--- src/rtl/hazard_controller.sv ---
`default_nettype none
// ============================================================================
// Module   : hazard_controller
// Purpose  : Pipeline hazard control for a 5-stage core. Decides each cycle
//            between RUN, BUBBLE (load-use), FREEZE (cache miss) and FLUSH
//            (taken branch), drives the pipeline register enables, and keeps
//            event counters plus a sticky freeze watchdog.
// Revision : 1.0  initial release
// ============================================================================
module hazard_controller #(
  parameter int CNT_W        = 16,
  parameter int FREEZE_LIMIT = 1023
) (
  input  logic             clk_i,
  input  logic             rst_i,
  input  logic [4:0]       ID_RegSrc1_i,
  input  logic [4:0]       ID_RegSrc2_i,
  input  logic             ID_UseSrc1_i,
  input  logic             ID_UseSrc2_i,
  input  logic             ID_Branch_i,
  input  logic             ID_BranchTaken_i,
  input  logic             EX_MemRead_i,
  input  logic             EX_RegWrite_i,
  input  logic [4:0]       EX_RegDest_i,
  input  logic             MEM_MemRead_i,
  input  logic [4:0]       MEM_RegDest_i,
  input  logic             ICache_stall_i,
  input  logic             DCache_stall_i,
  output logic             PC_Write_o,
  output logic             IF_ID_Write_o,
  output logic             IF_ID_Flush_o,
  output logic             ID_EX_Bubble_o,
  output logic             EX_MEM_Write_o,
  output logic             MEM_WB_Write_o,
  output logic [1:0]       State_o,
  output logic [CNT_W-1:0] BubbleCnt_o,
  output logic [CNT_W-1:0] FreezeCnt_o,
  output logic             Timeout_o
);

  localparam int CONS_W = $clog2(FREEZE_LIMIT + 1);
  localparam logic [CONS_W-1:0] C_LIMIT = CONS_W'(FREEZE_LIMIT);

  typedef enum logic [1:0] {
    RUN    = 2'd0,
    BUBBLE = 2'd1,
    FREEZE = 2'd2,
    FLUSH  = 2'd3
  } action_t;

  action_t           w_action;
  action_t           r_state;
  logic [CNT_W-1:0]  r_bubbleCnt;
  logic [CNT_W-1:0]  r_freezeCnt;
  logic [CONS_W-1:0] r_consec;
  logic [CONS_W-1:0] w_consecNext;
  logic              r_timeout;
  logic              w_exMatch;
  logic              w_memMatch;
  logic              w_aluTerm;
  logic              w_hazard;
  logic              w_freeze;

  // Source-register comparison against the EX and MEM destinations; $0 never matches.
  always_comb begin
    w_exMatch  = (EX_RegDest_i != 5'd0) &&
                 ((ID_UseSrc1_i && (EX_RegDest_i == ID_RegSrc1_i)) ||
                  (ID_UseSrc2_i && (EX_RegDest_i == ID_RegSrc2_i)));
    w_memMatch = (MEM_RegDest_i != 5'd0) &&
                 ((ID_UseSrc1_i && (MEM_RegDest_i == ID_RegSrc1_i)) ||
                  (ID_UseSrc2_i && (MEM_RegDest_i == ID_RegSrc2_i)));
    // ALU producers reach the ID comparator through forwarding, so this term is
    // deliberately disabled; it is kept to document that the case was considered.
    w_aluTerm  = ID_Branch_i & EX_RegWrite_i & ~EX_MemRead_i & 1'b0;
    // A load in EX stalls any consumer; a load in MEM only stalls a branch,
    // which is what makes a load-to-branch cost two bubbles.
    w_hazard   = (EX_MemRead_i && w_exMatch) || w_aluTerm ||
                 (ID_Branch_i && MEM_MemRead_i && w_memMatch);
    w_freeze   = ICache_stall_i | DCache_stall_i;
  end

  // Action selection with FREEZE > BUBBLE > FLUSH > RUN, and the resulting enables.
  always_comb begin
    w_action       = RUN;
    PC_Write_o     = 1'b1;
    IF_ID_Write_o  = 1'b1;
    IF_ID_Flush_o  = 1'b0;
    ID_EX_Bubble_o = 1'b0;
    EX_MEM_Write_o = 1'b1;
    MEM_WB_Write_o = 1'b1;
    if (w_freeze) begin
      // Every register holds, so a pending branch is simply re-evaluated later.
      w_action       = FREEZE;
      PC_Write_o     = 1'b0;
      IF_ID_Write_o  = 1'b0;
      EX_MEM_Write_o = 1'b0;
      MEM_WB_Write_o = 1'b0;
    end else if (w_hazard) begin
      w_action       = BUBBLE;
      PC_Write_o     = 1'b0;
      IF_ID_Write_o  = 1'b0;
      ID_EX_Bubble_o = 1'b1;
    end else if (ID_BranchTaken_i) begin
      w_action      = FLUSH;
      IF_ID_Flush_o = 1'b1;
    end
  end

  // Next value of the consecutive-freeze run length, saturating at the limit.
  always_comb begin
    w_consecNext = '0;
    if (w_freeze) begin
      w_consecNext = (r_consec == C_LIMIT) ? r_consec : r_consec + 1'b1;
    end
  end

  // Action history, saturating event counters and the sticky watchdog.
  always_ff @(posedge clk_i) begin
    if (rst_i) begin
      r_state     <= RUN;
      r_bubbleCnt <= '0;
      r_freezeCnt <= '0;
      r_consec    <= '0;
      r_timeout   <= 1'b0;
    end else begin
      r_state  <= w_action;
      r_consec <= w_consecNext;
      if ((w_action == BUBBLE) && (r_bubbleCnt != '1)) begin
        r_bubbleCnt <= r_bubbleCnt + 1'b1;
      end
      if ((w_action == FREEZE) && (r_freezeCnt != '1)) begin
        r_freezeCnt <= r_freezeCnt + 1'b1;
      end
      if (w_consecNext == C_LIMIT) begin
        r_timeout <= 1'b1;
      end
    end
  end

  assign State_o     = r_state;
  assign BubbleCnt_o = r_bubbleCnt;
  assign FreezeCnt_o = r_freezeCnt;
  assign Timeout_o   = r_timeout;

endmodule
`default_nettype wire

--- config.mk ---
export PLATFORM = sky130hd
export DESIGN_NAME = hazard_controller
export DESIGN_NICKNAME = d
export VERILOG_FILES = /design/src/rtl/hazard_controller.sv
export SDC_FILE = /design/constraint.sdc
export NUM_CORES = 1
export LEC_CHECK = 0
export ABC_AREA = 1
export CAP_MARGIN = 15
export CORE_MARGIN = 1.5
export CORE_UTILIZATION = 40
export CTS_CLUSTER_DIAMETER = 40
export DETAILED_ROUTE_END_ITERATION = 12
export GPL_TIMING_DRIVEN = 0
export PLACE_DENSITY_LB_ADDON = 0.3
export SYNTH_ARGS = -nofsm -noshare
export SYNTH_HDL_FRONTEND = slang
export SYNTH_SLANG_ARGS = --single-unit
--- constraint.sdc ---
create_clock -name clk_i -period 1.9 [get_ports clk_i]
set_clock_uncertainty 0.1 [all_clocks]
set_input_delay 0.38 -clock clk_i [delete_from_list [all_inputs] [get_ports clk_i]]
set_output_delay 0.38 -clock clk_i [all_outputs]
set_load 0.005 [all_outputs]
==> flow_summary.yaml, run 1 <==
logic_synthesis:
  synth-compound-area-share: 0.0943
  syn_avg_cell_area_um2: 6.10
  yosys.area_share.simple: 0.433
  netlist_area_um2: 2960
  synth_xor_area_frac: 0.0444
  ys_seq_area_frac: 0.305
  synthArstFlopShare: 0
  postSynth.topFlopCell: "dfxtp_1"
  synthAdderAreaFrac: 0.0127
  yosys_warnings: 0
  muxShareOfSynthArea: 0
  netlist_instances: 485
  synth_top_family_by_area: "simple AND/OR/NAND/NOR gates"
  syn_nets: 519
  synth_enable_flop_cells: 0
  ys_types: 31
  ys_seq_elements: 45
cts:
  cts_hold_buf: 0
  cts_max_level: 2
  ctsLongestPathBuffers: 2
  clock-root-buffer: "clkbuf_8"
  cts_sinks: 45
  clk_latency_ns: 0.30
  cts_tree: "yes"
  clkTransAtPathRegs_ns: 0.08
  cts_inserted_buffers: 5
run_status:
  status: "finished, final reports clean"
global_route:
  antenna_found_initial: 0
  grt_pass1_wl_um: 13200
  grt_max_degree: 14
  first_global_vias: 2891
  grt_util_all_layers: 0.208
  grt_overflow: 0
floorplanning:
  initial_core_util: 0.410
  core_um2: 7210
  rows: 31
  die_h_um: 89.0
  fp.dieW_um: 89.0
  io_pins: 72
  die_area_um2: 7920
sta:
  setup_slack_ns: 0.00734
  finalCritPeriodShare: 0.996
  setup_viol: 0
  drv_slew: 0
  min_period_ns: 1.89
  fin_tns_setup_ns: 0
  worst_pin_slew_ns: 0.656
  final_hold_viol_count: 0
  slew_headroom: 0.563
  max_freq_mhz: 528
place:
  post-place-ws_ns: -1.22
  hpwl_um: 6050
  place_congestion: 0.906
  dp.cells: 654
  io_buffer_count: 70
worst_setup_path:
  cp.arrival_ns: 1.41
  critPathKind: "primary input to output port"
  r2r_cells: 11
  reg2reg_slack_ns: 0.08
  worst_ep_required_time_ns: 1.42
  cp-end-kind: "output port"
  crit_start: "EX_RegDest_i[3]"
  crit_path_start_kind: "primary input"
  r2r_end: "Timeout_o"
  timing.rr.start: "r_consec[0]"
  cp_max_fo: 3
  crit_end: "IF_ID_Flush_o"
route:
  post_drt_wl_per_cell_um: 12.3
  drt_pass1_iterations: 4
  drc_errors: 0
  antenna_left: 0
  drtIter0Drc: 165
  viasPerCell: 4.93
  vias: 3301
  routed_wl_um: 8230
min_path:
  hold_start: "Timeout_o"
  min_path_type: "flip-flop to flip-flop"
layout:
  layout.cells.non_filler: 670
  finish.net_count: 604
  diodes: 0
  drive_above_1_share: 0.250
  area_growth_pct: 41.4
power_and_ir_drop:
  ir_worst_vdd_v: 0.000279
  p_total_w: 0.00195
  p_leak_nw: 1.73
  power_density_nw_per_um2: 467
job:
  maxCapViolations: 0
## cell usage in the layout (no fill, tap or decap), types with 9 or more instances in the layout
cell type,instances
buf_4,13
nand3_1,31
clkdlybuf4s50_1,37
a21oi_1,19
nand4_1,18
a21oi_2,9
nand2_2,25
buf_6,16
o21ai_0,12
inv_1,44
nand2_1,118
xor2_1,11
inv_2,17
nor2_1,61
nor3_1,9
dfxtp_1,40
## critical path, cell delays in order
cell	delay, ns
buf_12	0.09
clkinv_8	0.05
nand2_2	0.06
nand2_1	0.07
nor2_2	0.12
nand3_1	0.10
nand2_2	0.11
nand2_2	0.07
nand2_4	0.09
inv_2	0.04
nand2_2	0.05
nor2_1	0.04
buf_2	0.13
## cells by family after synthesis
logic type,count (synthesis)
buffers and inverters,82
DFF,45
xor gates and xnor gates,15
adders and majority gates,3
AOI/OAI and AO/OA,49
and+or+nand+nor,291
## routing by layer
layer,wire [um],vias to the layer above,track usage
met1,3710,1494,0.273
met2,4010,81,0.349
met3,357,20,0.0388
li1,-,1706,-
met5,0,-,0
met4,151,0,0.0587
## cells in the mapped netlist, types with 5 or more instances
cell type / count / area share
nand2_1: 144 / 0.18
nor2_1: 70 / 0.089
inv_1: 64 / 0.081
dfxtp_1: 45 / 0.30
nand3_1: 33 / 0.056
a21oi_1: 20 / 0.034
nand4_1: 18 / 0.038
o21ai_0: 12 / 0.020
xor2_1: 11 / 0.033
nor3_1: 10 / 0.017
a21oi_2: 8 / 0.024
o21ai_1: 7 / 0.012
clkbuf_1: 6 / 0.0076
buf_2: 5 / 0.0085
## cell type report
class | instances | area (um2)
fillers | 693 | 3030
clock buffers | 7 | 96.3
plain buffers | 12 | 96.3
flip-flops and latches | 45 | 910
well taps | 99 | 124
inverters | 68 | 283
clock inverters | 1 | 5.00
repair buffers | 80 | 772
multi-input cells | 358 | 1900
## flip-flops by register name, summed over array words and instances (netlist names)
register	flops
BubbleCnt_o	16
FreezeCnt_o	16
State_o	2
Timeout_o	1
r_consec	10
## worst min path at each step
stage / end / cells past startpoint
after floorplan: Timeout_o / 2
after global placement: Timeout_o / 2
after detailed placement: Timeout_o / 2
after CTS: Timeout_o / 2
after global routing: Timeout_o / 2
final: Timeout_o / 2
## report_power, final
part,switching (W),internal (W),leakage (nW)
sequential,0.0000135,0.000955,0.366
clock,0.000336,0.000329,0.0542
combinational,0.000169,0.000148,1.31
## repair_timing
action,in CTS,in global routing
pin swaps,28,42
setup buffers,6,4
gates resized for setup,154,97
setup endpoints to repair,24,30
gates cloned,0,0
## metrics by stage
step / hold WS, ns / util / area (um2)
5_1_grt: 0.397 / 0.580 / 4180
4_1_cts: 0.374 / 0.543 / 3920
6_report: 0.370 / 0.580 / 4180
3_5_place_dp: 0.362 / 0.524 / 3780
3_3_place_gp: 0.339 / 0.524 / 3780
2_1_floorplan: 0.347 / - / 2960
No activity file was read; power rests on OpenSTA's default activity.
==> inputs of run 2 (changes only) <==
Settings changed: CORE_MARGIN 1.5 to not set.
==> run 2 against run 1 <==
The flow now finishes with violations (setup timing). Critical endpoint is now PC_Write_o. Total power is 4.7% higher. Cell area is 1.8% lower. Non-clock buffer count is 8 higher.
==> flow_summary.yaml, run 2 (synthesized netlist as in run 1, its figures left out) <==
run_status:
  status: "complete, but fails checks"
  failed_checks: "setup timing"
worst_setup_path:
  cp_num_buf_inv: 5
  crit_start: "EX_RegDest_i[3]"
  r2r_end: "BubbleCnt_o[11]"
  crit_chain: "buf_4 > inv_4 > nand2_2 > nand2_2 > nor2_2 > nand3_1 > nand2_2 > nand2_2 > nand2_4 > buf_6 > nor2_4 > buf_6 > buf_6"
  worst-path-stages: 13
  reg2reg_slack_ns: 0.09
  critPathKind: "primary input to output port"
  crit_path_start_kind: "primary input"
  cp_max_fo: 3
  cp-end-kind: "output port"
  cpMostUsedCell: "nand2_2"
  cp.arrival_ns: 1.45
  crit_end: "PC_Write_o"
  cpLargestDelayFamily: "simple AND/OR/NAND/NOR gates"
  worst_ep_required_time_ns: 1.42
  timing.rr.start: "BubbleCnt_o[0]"
  crit_slowest_cell: "nor2_2"
  r2r_cells: 10
  slowest_delay_ns: 0.13
route:
  viasPerCell: 5.00
  vias: 3373
  drtIter0Drc: 220
  post_drt_wl_per_cell_um: 12.2
  antenna_left: 0
  routed_wl_um: 8240
  drc_errors: 0
  drt_pass1_iterations: 5
cts:
  cts_sinks: 45
  clock-root-buffer: "clkbuf_8"
  cts_tree: "yes"
  clkTransAtPathRegs_ns: 0.08
  ctsLongestPathBuffers: 2
  cts_inserted_buffers: 5
  cts_max_level: 2
  clk_latency_ns: 0.31
power_and_ir_drop:
  clockPowerShare: 0.384
  comb_power_share: 0.142
  ir_worst_vdd_v: 0.000318
  power_density_nw_per_um2: 497
  p_leak_nw: 1.75
  p_int_w: 0.00151
  seqPwrFrac: 0.474
  p_switching_w: 0.000527
  power.switching_fraction: 0.258
place:
  io_buffer_count: 70
  hpwl_um: 5890
  place_congestion: 0.936
  place_area_um2: 3780
layout:
  diodes: 0
  layout_commonest_cell: "nand2_1"
  fin_area_um2: 4110
  nFillCells: 677
  area_growth_pct: 38.8
  drive_above_1_share: 0.240
  utilization: 0.588
  finish.net_count: 612
  mostFrequentLayoutCells: "nand2_1 (132), nor2_1 (63), inv_1 (44)"
sta:
  final_hold_viol_count: 0
  fin_tns_setup_ns: -0.0295
  max_freq_mhz: 518
  min_period_ns: 1.93
  slew_headroom: 0.576
  finalCritPeriodShare: 1.02
  setup_slack_ns: -0.0295
  setup_viol: 1
  drv_slew: 0
  rsz0062_at_grt: "true"
  worst_pin_slew_ns: 0.636
global_route:
  grt_max_degree: 15
  grt_util_all_layers: 0.214
  grt_pass1_wl_um: 13200
  first_global_vias: 2999
  grt_overflow: 0
  antenna_found_initial: 0
floorplanning:
  die_h_um: 88.0
  core_um2: 6980
  rows: 30
  fp.dieW_um: 88.0
  initial_core_util: 0.424
  die_area_um2: 7740
  io_pins: 72
job:
  maxCapViolations: 0
min_path:
  min_path_type: "flip-flop to flip-flop"
## run 2: changes by cell type in the layout (fill, tap and decap cells not counted), moves of 6 or more
cell	delta
nand2_1	+14
nand2_2	-12
buf_4	+11
buf_2	+9
buf_6	-7
dfxtp_1	-6
inv_2	+6
## run 2: per-stage QoR
step / hold WS (ns) / power [W] / setup WS (ns) / std cells
4_1_cts: 0.358 / 0.00202 / -0.0865 / 670
5_1_grt: 0.378 / 0.00212 / -0.0913 / 675
3_5_place_dp: 0.346 / 0.00125 / -1.23 / 651
6_report: 0.354 / 0.00204 / -0.0295 / 675
3_3_place_gp: 0.341 / 0.00124 / -1.18 / 651
2_1_floorplan: 0.347 / 0.00111 / 0.0573 / 485
## run 2: worst min path at each step
stage	cells after the start	endpoint	slack [ns]	start
after floorplan	2	Timeout_o	0.35	Timeout_o
after global routing	1	FreezeCnt_o[0]	0.38	FreezeCnt_o[0]
after global placement	2	Timeout_o	0.34	Timeout_o
after CTS	2	Timeout_o	0.36	Timeout_o
final	2	Timeout_o	0.35	Timeout_o
after detailed placement	2	Timeout_o	0.35	Timeout_o
## run 2: layout make-up
| type | instances | area (um2) | share of cell area |
|---|---|---|---|
| buffer | 13 | 100 | 0.0244 |
| clock inverter | 2 | 37.5 | 0.00914 |
| inverter | 68 | 258 | 0.0628 |
| sequential | 45 | 920 | 0.224 |
| tap | 96 | 120 | 0.0293 |
| clock buffer | 6 | 82.6 | 0.0201 |
| multi-input combinational | 358 | 1840 | 0.449 |
| timing repair buffer | 87 | 744 | 0.181 |
## run 2: worst reg2reg max path, delay by kind of cell, from the launching register on
family,cells,cell delay [ns]
and+or+nand+nor,7,0.85
buffers and inverters,1,0.15
AOI/OAI and AO/OA,1,0.11
adders and majority gates,1,0.16
DFF,1,0.38
## run 2: repair_timing
action | CTS | global route
hold buffers | 0 | 0
setup buffers | 11 | 6
gates resized for setup | 134 | 69
setup endpoints to repair | 25 | 30
pin swaps | 28 | 31
## run 2: power by group through the flow
stage / logic [W] / clock network (W) / registers, W
after floorplan: 0.000121 / 0 / 0.000988
after global placement: 0.000253 / 0 / 0.000989
after detailed placement: 0.000257 / 0 / 0.000989
after CTS: 0.000269 / 0.000784 / 0.000968
after global routing: 0.000319 / 0.000829 / 0.000970
final: 0.000290 / 0.000784 / 0.000968
## run 2: metal layers
layer | GRT usage | share of wire | vias to the layer above
met5 | 0 | 0 | -
met4 | 0.0760 | 0.021 | 0
met3 | 0.0386 | 0.054 | 16
met2 | 0.352 | 0.47 | 109
met1 | 0.281 | 0.45 | 1531
li1 | - | - | 1717
==> inputs of run 3 (changes only) <==
Settings changed: GPL_TIMING_DRIVEN 0 to not set.
==> run 3 against run 2 <==
The run now ends clean. Final cell count is 0.44% lower. Fmax is 4.4% higher. Register-to-register slack better by 0.04 ns. Cell area is 0.15% higher. Via count is 3.0% lower. Non-clock buffer count is 2 lower. Core utilization is 0.090 points higher. Critical path depth is 1 lower. Global-route usage is 0.23 points higher. Combinational power is 9.0% higher. Worst hold slack worse by 0.0042 ns. Flip-flop and latch count stayed put. Critical endpoint is now IF_ID_Write_o. Highest routed layer unchanged.
==> flow_summary.yaml, run 3 (synthesized netlist as in run 1, its figures left out) <==
worst_setup_path:
  critPathKind: "primary input to output port"
  cp-end-kind: "output port"
  reg2reg_slack_ns: 0.13
  worst_ep_required_time_ns: 1.42
  crit_path_start_kind: "primary input"
  cp_max_fo: 2
  cp.arrival_ns: 1.37
cts:
  ctsLongestPathBuffers: 2
  cts_inserted_buffers: 5
  clkTransAtPathRegs_ns: 0.08
  cts_tree: "yes"
  cts_sinks: 45
  cts_max_level: 2
  clock-root-buffer: "clkbuf_8"
  clk_latency_ns: 0.29
floorplanning:
  rows: 30
  fp.dieW_um: 88.0
  core_um2: 6980
  initial_core_util: 0.424
  die_area_um2: 7740
  io_pins: 72
  die_h_um: 88.0
global_route:
  grt_overflow: 0
  grt_max_degree: 25
  grt_pass1_wl_um: 13400
  grt_util_all_layers: 0.216
  first_global_vias: 3005
  antenna_found_initial: 0
layout:
  area_growth_pct: 39.0
  nFillCells: 691
  layout_commonest_cell: "nand2_1"
  drive_above_1_share: 0.253
  finish.net_count: 611
  mostFrequentLayoutCells: "nand2_1 (128), nor2_1 (56), inv_1 (45)"
  utilization: 0.589
  diodes: 0
  fin_area_um2: 4110
power_and_ir_drop:
  p_leak_nw: 1.75
  ir_worst_vdd_v: 0.000240
  power_density_nw_per_um2: 447
route:
  vias: 3273
  drt_pass1_iterations: 5
  post_drt_wl_per_cell_um: 12.1
  antenna_left: 0
  drc_errors: 0
  viasPerCell: 4.87
  drtIter0Drc: 225
  routed_wl_um: 8160
sta:
  slew_headroom: 0.683
  worst_pin_slew_ns: 0.475
  finalCritPeriodShare: 0.973
  max_freq_mhz: 541
  min_period_ns: 1.85
  setup_viol: 0
  drv_slew: 0
  final_hold_viol_count: 0
run_status:
  status: "finished, final reports clean"
job:
  maxCapViolations: 0
place:
  place_congestion: 0.928
  place_area_um2: 3890
  hpwl_um: 6060
  io_buffer_count: 70
min_path:
  min_path_type: "flip-flop to flip-flop"
## run 3: changes by cell type in the layout (fill, tap and decap cells not counted), sizes merged
cell / delta
clkbuf: -5
buf: +1
bufinv: -1
clkdlybuf4s15: +1
clkdlybuf4s50: +1
clkinv: +1
clkinvlp: -1
dlygate4sd2: -1
nand3: +1
## run 3: timing repair
action	4_1_cts	5_1_grt
endpoints found under the hold margin	0	0
hold buffers	0	0
gates cloned	0	1
resized for setup	115	82
setup endpoints to repair	22	31
buffers inserted	2	1
pin swaps	30	39
## run 3: path summary, 6_finish.rpt
kind	startpoint	end	cells past startpoint
max	EX_RegDest_i[3]	IF_ID_Write_o	12
min	Timeout_o	Timeout_o	2
max reg2reg	BubbleCnt_o[0]	BubbleCnt_o[8]	9
min reg2reg	Timeout_o	Timeout_o	2
## run 3: metal layers
layer | vias up | part of all wire | track usage
met1 | 1481 | 0.46 | 0.285
met3 | 11 | 0.048 | 0.0349
met5 | - | 0 | 0
li1 | 1714 | - | -
met2 | 67 | 0.48 | 0.374
met4 | 0 | 0.0096 | 0.0402
## run 3: through the flow
| step | TNS, ns | std cells | setup slack [ns] | power [W] | hold WS, ns |
|---|---|---|---|---|---|
| 3_3_place_gp | -14.61 | 662 | -0.838 | 0.00127 | 0.339 |
| 3_5_place_dp | -14.71 | 662 | -0.768 | 0.00127 | 0.341 |
| 6_report | 0 | 672 | 0.0514 | 0.00184 | 0.350 |
| 5_1_grt | -0.0425 | 672 | -0.0204 | 0.00192 | 0.370 |
| 4_1_cts | 0 | 670 | 0.00139 | 0.00182 | 0.354 |
| 2_1_floorplan | 0 | 485 | 0.0573 | 0.00111 | 0.347 |
## run 3: power breakdown
part / leakage [nW] / switching, W / total (W) / internal [W]
clock: 0.0399 / 0.000314 / 0.000556 / 0.000243
combinational: 1.34 / 0.000172 / 0.000316 / 0.000144
sequential: 0.366 / 0.00000922 / 0.000965 / 0.000955
total: 1.75 / 0.000495 / 0.00184 / 0.00134
## run 3: worst max-delay path, stage by stage
cell and delay (ns):
buf_6 0.10, buf_6 0.11, nand2_2 0.05, nand2_1 0.05
nor2_2 0.10, nand3_1 0.10, nand2_2 0.08, nand2_2 0.06
nand2_4 0.07, buf_6 0.10, nor2_4 0.04, buf_2 0.12
## run 3: cell type report
type | instances | area [um2] | share of cell area
inverters | 68 | 260 | 0.0633
flip-flops and latches | 45 | 906 | 0.220
clock buffers | 5 | 68.8 | 0.0167
well taps | 96 | 120 | 0.0292
clock inverters | 1 | 5.00 | 0.00122
repair buffers | 98 | 858 | 0.209
multi-input cells | 359 | 1890 | 0.461
